===== config.mk =====
export PLATFORM = sky130hd
export DESIGN_NAME = br31_player_agent
export DESIGN_NICKNAME = d
export VERILOG_FILES = /design/src/rtl/br31_pkg.sv /design/src/rtl/br31_lfsr.sv /design/src/rtl/br31_player_agent.sv
export SDC_FILE = /design/constraint.sdc
export NUM_CORES = 1
export LEC_CHECK = 0
export ABC_CLOCK_PERIOD_IN_PS = 2700
export CORE_ASPECT_RATIO = 1.75
export CORE_MARGIN = 4
export CORE_UTILIZATION = 35
export DETAILED_ROUTE_END_ITERATION = 10
export SLEW_MARGIN = 5
export SYNTH_ARGS = -nofsm -noshare
export SYNTH_HDL_FRONTEND = slang
export SYNTH_HIERARCHICAL = 1
export SYNTH_SLANG_ARGS = --single-unit

===== constraint.sdc =====
create_clock -name clk -period 2.7 [get_ports clk]
set_input_delay 0.54 -clock clk [delete_from_list [all_inputs] [get_ports clk]]
set_output_delay 0.54 -clock clk [all_outputs]
set_load 0.005 [all_outputs]

===== src/rtl/br31_pkg.sv =====
// Shared types and constants for the Baskin-Robbins 31 game blocks.
// Used by both the game core and the player agent.
package br31_pkg;

  typedef enum logic [2:0] {
    ST_IDLE,
    ST_CALC,
    ST_OFFER,
    ST_WAIT_COMP,
    ST_DONE
  } br31_state_e;

  localparam int BR31_LIMIT      = 31;
  localparam int BR31_MAX_STEP   = 3;
  localparam int BR31_TOTAL_W    = 6;
  localparam int BR31_TARGET_MOD = 4;

  // Map two random bits onto a legal count; 0 folds onto 1.
  function automatic logic [1:0] br31_rand_move(input logic [1:0] b);
    return (b == 2'd0) ? 2'd1 : b;
  endfunction

endpackage


===== src/rtl/br31_lfsr.sv =====
// Free-running 8-bit maximal-length LFSR, x^8+x^6+x^5+x^4+1.
// A zero seed would lock up, so it is replaced by 8'h01.
module br31_lfsr #(
  parameter logic [7:0] SEED = 8'hA5
) (
  input  logic       clk,
  input  logic       reset,
  output logic [7:0] o_lfsr
);

  localparam logic [7:0] SEED_EFF = (SEED == 8'h00) ? 8'h01 : SEED;

  logic [7:0] r_lfsr;
  logic       w_fb;

  assign w_fb   = r_lfsr[7] ^ r_lfsr[5] ^ r_lfsr[4] ^ r_lfsr[3];
  assign o_lfsr = r_lfsr;

  always_ff @(posedge clk) begin
    if (reset) begin
      r_lfsr <= SEED_EFF;
    end else begin
      r_lfsr <= {r_lfsr[6:0], w_fb};
    end
  end

endmodule


===== src/rtl/br31_player_agent.sv =====
// Player-side agent for the BR31 core: offers counts over valid/ready,
// absorbs computer replies, tracks the total and declares the result.
module br31_player_agent
  import br31_pkg::*;
#(
  parameter logic [7:0] LFSR_SEED = 8'hA5,
  parameter bit         STRATEGIC = 1'b1
) (
  input  logic                    clk,
  input  logic                    reset,
  input  logic                    start,
  output logic                    move_valid,
  input  logic                    move_ready,
  output logic [1:0]              player_in,
  input  logic                    comp_valid,
  input  logic [1:0]              comp_in,
  output logic [BR31_TOTAL_W-1:0] total,
  output logic                    game_over,
  output logic                    player_win,
  output logic                    illegal_move
);

  localparam logic [BR31_TOTAL_W-1:0] LIMIT = BR31_TOTAL_W'(BR31_LIMIT);

  br31_state_e r_state, w_state_nx;

  logic [BR31_TOTAL_W-1:0] r_total, w_total_nx;
  logic [1:0]              r_pin, w_pin_nx;
  logic                    r_mv, w_mv_nx;
  logic                    r_go, w_go_nx;
  logic                    r_win, w_win_nx;
  logic                    r_ill, w_ill_nx;

  logic [7:0]              w_lfsr;
  logic                    w_unused;
  logic [1:0]              w_strat;
  logic [1:0]              w_rnd;
  logic [1:0]              w_raw;
  logic [1:0]              w_move;
  logic [BR31_TOTAL_W-1:0] w_rem;
  logic [BR31_TOTAL_W-1:0] w_sum_p;
  logic [BR31_TOTAL_W-1:0] w_sum_c;

  br31_lfsr #(
    .SEED(LFSR_SEED)
  ) u_lfsr (
    .clk   (clk),
    .reset (reset),
    .o_lfsr(w_lfsr)
  );

  assign w_unused = ^w_lfsr[7:2];

  // Strategic target is total == 2 (mod 4); the 2-bit wrap does the mod.
  assign w_strat = 2'd2 - r_total[1:0];
  assign w_rnd   = br31_rand_move(w_lfsr[1:0]);
  assign w_raw   = (!STRATEGIC || w_strat == 2'd0) ? w_rnd : w_strat;
  assign w_rem   = LIMIT - r_total;

  always_comb begin
    w_move = w_raw;
    if (w_rem < {{(BR31_TOTAL_W-2){1'b0}}, w_raw}) begin
      w_move = w_rem[1:0];
    end
    if (w_move == 2'd0) begin
      w_move = 2'd1;
    end
  end

  assign w_sum_p = r_total + {{(BR31_TOTAL_W-2){1'b0}}, r_pin};
  assign w_sum_c = r_total + {{(BR31_TOTAL_W-2){1'b0}}, comp_in};

  always_comb begin
    w_state_nx = r_state;
    w_total_nx = r_total;
    w_pin_nx   = r_pin;
    w_mv_nx    = r_mv;
    w_go_nx    = r_go;
    w_win_nx   = r_win;
    w_ill_nx   = r_ill;
    unique case (r_state)
      ST_IDLE, ST_DONE: begin
        if (start) begin
          w_total_nx = '0;
          w_go_nx    = 1'b0;
          w_win_nx   = 1'b0;
          w_ill_nx   = 1'b0;
          w_state_nx = ST_CALC;
        end
      end
      ST_CALC: begin
        w_pin_nx   = w_move;
        w_mv_nx    = 1'b1;
        w_state_nx = ST_OFFER;
      end
      ST_OFFER: begin
        if (r_mv && move_ready) begin
          w_mv_nx    = 1'b0;
          w_total_nx = w_sum_p;
          if (w_sum_p >= LIMIT) begin
            w_go_nx    = 1'b1;
            w_win_nx   = 1'b0;
            w_state_nx = ST_DONE;
          end else begin
            w_state_nx = ST_WAIT_COMP;
          end
        end
      end
      ST_WAIT_COMP: begin
        if (comp_valid) begin
          if (comp_in == 2'd0) begin
            w_ill_nx   = 1'b1;
            w_go_nx    = 1'b1;
            w_win_nx   = 1'b1;
            w_state_nx = ST_DONE;
          end else begin
            w_total_nx = w_sum_c;
            if (w_sum_c >= LIMIT) begin
              w_go_nx    = 1'b1;
              w_win_nx   = 1'b1;
              w_state_nx = ST_DONE;
            end else begin
              w_state_nx = ST_CALC;
            end
          end
        end
      end
      default: begin
        w_state_nx = ST_IDLE;
      end
    endcase
  end

  always_ff @(posedge clk) begin
    if (reset) begin
      r_state <= ST_IDLE;
      r_total <= '0;
      r_pin   <= 2'd0;
      r_mv    <= 1'b0;
      r_go    <= 1'b0;
      r_win   <= 1'b0;
      r_ill   <= 1'b0;
    end else begin
      r_state <= w_state_nx;
      r_total <= w_total_nx;
      r_pin   <= w_pin_nx;
      r_mv    <= w_mv_nx;
      r_go    <= w_go_nx;
      r_win   <= w_win_nx;
      r_ill   <= w_ill_nx;
    end
  end

  assign move_valid   = r_mv;
  assign player_in    = r_pin;
  assign total        = r_total;
  assign game_over    = r_go;
  assign player_win   = r_win;
  assign illegal_move = r_ill;

endmodule


==> metrics <==
status=completed; Slew HR=52.88%; synth unique cells=46; Peak supply drop=0.3741 mV; final non-filler cell total=233; Min-Delay Endpoint=u_lfsr/o_lfsr[7]; post-layout net count=201; Cell Rows=30; Critical Path AT=2.80 ns; initial antenna violation count=0; Post-Route Skew=about 0.011 ns; Seq/Total Area, Yosys=approximately 33%; clk sinks=23; Pwr Total=0.0008785 W; Warnings, synthesis=6; share of cells above drive strength 1=10.81%; GR Overflow Total=0; vias in the first global route=1281; die extent in x=55.81 µm; measured slew at the worst slew-check pin=0.7022 ns; area share of the largest cell type after synthesis=32.89%; Port Buffers=18; Seq pwr share=46.1%; Hold Path Cell Cnt=1; Top FF cell, synth=dfxtp_1; largest fanout on the critical path=3; Setup Viol. Count Final=0; Synth Register Bits=23; Hold Fails Final Rpt=0; Reg-to-Reg Start=total[0]; Hold Startpoint=u_lfsr/o_lfsr[6]; Area growth, synth to finish=20.46%; CTS tree=done; drt pass-1 iters=4; Hold WC Path Type=reg2reg; I/O pins=19; DRT Wirelength=3404 µm; Switch Pwr=0.0002882 W; r2r setup slk=roughly 0.34 ns; Skew-Pair Late Insertion Delay=0.27 ns; Pint=0.0005903 W; TritonCTS Buffers=3; switching share of power=32.81%; Cells after Synth=around 170; WL/cell=14.61 µm; final antenna-violating net count=0; Hold WS=0.4124 ns; worst flop-to-flop path endpoint=game_over; Max Cap Violations=0; commonest cells after routing, fill and taps aside=23 x dfxtp_1, 18 x clkdlybuf4s50_1, 16 x nor2_1; syn nets=182; H-tree level count=1; DRC=0; Initial Util=36.21%; Worst EP required=2.89 ns; crit path from=comp_in[0]; clk buf depth=2; post-synth top area cell=dfxtp_1; Post-synth EDFFs=0; Power Dens Cells=520.8 nW/µm²; routability congestion estimate=0.8597; combinational share of power=roughly 29%; Vias=1287; DRT iter0 DRCs=37; Avg Cell Area, Syn=around 8.4 µm²; dpl cells=~230; largest net degree at the start of global routing=18; All-Layer GR Usage=between 10% and 20%; static leakage=0.6078 nW; hold buffers post-CTS=0; clock transition at the registers of the reported paths=0.08 ns; ys async rst share=0%; multi-input logic area=875.8 µm²; core area=3866 µm²; Die H=~90 µm; Setup Crit Path Kind=in2reg; FMAX=0.3826 GHz; top area cells in the synthesized netlist=dfxtp_1 33%, ha_1 5.4%, a21oi_1 4.6%, nor2_1 4.3%, mux2i_1 3.6%; commonest non-fill, non-tap cell in the layout=dfxtp_1; Clk pwr share=25.0%; die area=5116 µm²; mapped cell area=1400 µm²; Slew Viols, Final=0; setup TNS=0 ns; CP Capture Type=register; antenna fix cells=0; crit path launch type=input pin; Final period util=96.81%; Final Critical Period=between 2 and 3 ns; first-pass GRT wire length=5789 µm; RSZ-0062 raised after global routing=false; vias per cell=5.524; Register Area=about 460 µm²; Fillers=387; DP HPWL=2693 µm; Reg2Reg Depth=7; root buf cell=clkbuf_8
==> power by group through the flow <==
stage	registers [W]	logic, W	clock network [W]
2_1_floorplan	0.000398	0.000184	0
5_1_grt	0.000411	0.000282	0.000238
3_5_place_dp	0.000413	0.000250	0
4_1_cts	0.000405	0.000252	0.000225
3_3_place_gp	0.000411	0.000245	0
6_report	0.000405	0.000254	0.000220
==> worst max-delay path: stages <==
cell	delay, ns
clkdlybuf4s50_1	0.42
ha_1	0.24
fa_1	0.41
or4b_1	0.57
a31oi_4	0.21
o21ai_2	0.10
a21o_1	0.18
o22ai_1	0.14
==> flip-flops by register name, indices dropped and copies added (netlist names) <==
register and flops:
u_lfsr/o_lfsr 8, total 6, r_state 3, player_in 2, game_over 1, illegal_move 1, move_valid 1, player_win 1
==> routing by layer <==
metal,up-vias,global-route usage [%],wire [µm]
met4,0,3.762,53
met3,7,2.254,117
met1,624,15.18,1360
li1,628,-,-
met5,-,0,0
met2,28,26.38,1873
==> cells in the mapped netlist (2+ instances only) <==
cell type  instances
ha_1               6
or4b_1             2
a211oi_1           4
nor2b_1            5
o21ai_0            5
dfxtp_1           23
nor2_1            16
mux2i_1            5
o21a_1             2
inv_1              5
clkbuf_1           3
fa_1               2
buf_2              4
nand2_1            9
buf_4              2
nand3_1            5
a21oi_1           13
nor3_1             6
o32ai_1            2
xnor2_1            2
nor4_1             2
or2_2              3
nand3b_1           4
and2_1             3
xor2_1             3
a31oi_1            2
nand2b_1           5
a21o_1             4
nand4_1            2
o22ai_1            2
==> area by class of cell <==
| class | count | area share, % |
|---|---|---|
| clock buffers | 3 | 2.448 |
| clock inverters | 1 | 0.2967 |
| inverters | 5 | 1.113 |
| multi-input cells | 129 | 51.93 |
| flip-flops and latches | 23 | 27.30 |
| well taps | 48 | 3.561 |
| repair buffers | 24 | 13.35 |
==> per-stage QoR <==
| stage | setup WS (ns) | instance area [µm²] | util (%) |
|---|---|---|---|
| 6_report | 0.08622 | 1687 | 43.62 |
| 5_1_grt | 0.007167 | 1687 | 43.62 |
| 4_1_cts | 0.03112 | 1674 | 43.30 |
| 3_5_place_dp | -0.2575 | 1628 | 42.10 |
| 3_3_place_gp | -0.1579 | 1628 | 42.10 |
| 2_1_floorplan | 0.3697 | 1400 | - |
==> cells by family (layout without fill, tap and decap cells) <==
logic type                 after synthesis  after routing  synth area share [%]
muxes                                    5              5                 3.575
AOI/OAI and AO/OA                       42             42                 19.75
buffers and inverters                   15             33                 5.451
DFF                                     23             23                 32.89
and+or+nand+nor                         68             68                 26.27
xor gates and xnor gates                 5              5                 3.128
adders and majority gates                9              9                 8.937
==> what timing repair did <==
item	4_1_cts	5_1_grt
setup buffers	0	0
resized for setup	0	2
setup endpoints to repair	0	3
==> worst max-delay path by stage <==
stage | cells past startpoint | end | slack (ns)
after floorplan | 7 | r_state[0] | 0.37
after detailed placement | 8 | player_win | -0.26
final | 8 | game_over | 0.09
after global placement | 8 | player_win | -0.16
after global routing | 8 | game_over | 0.007
after CTS | 8 | player_win | 0.03
(Power assumes the default switching activity.)
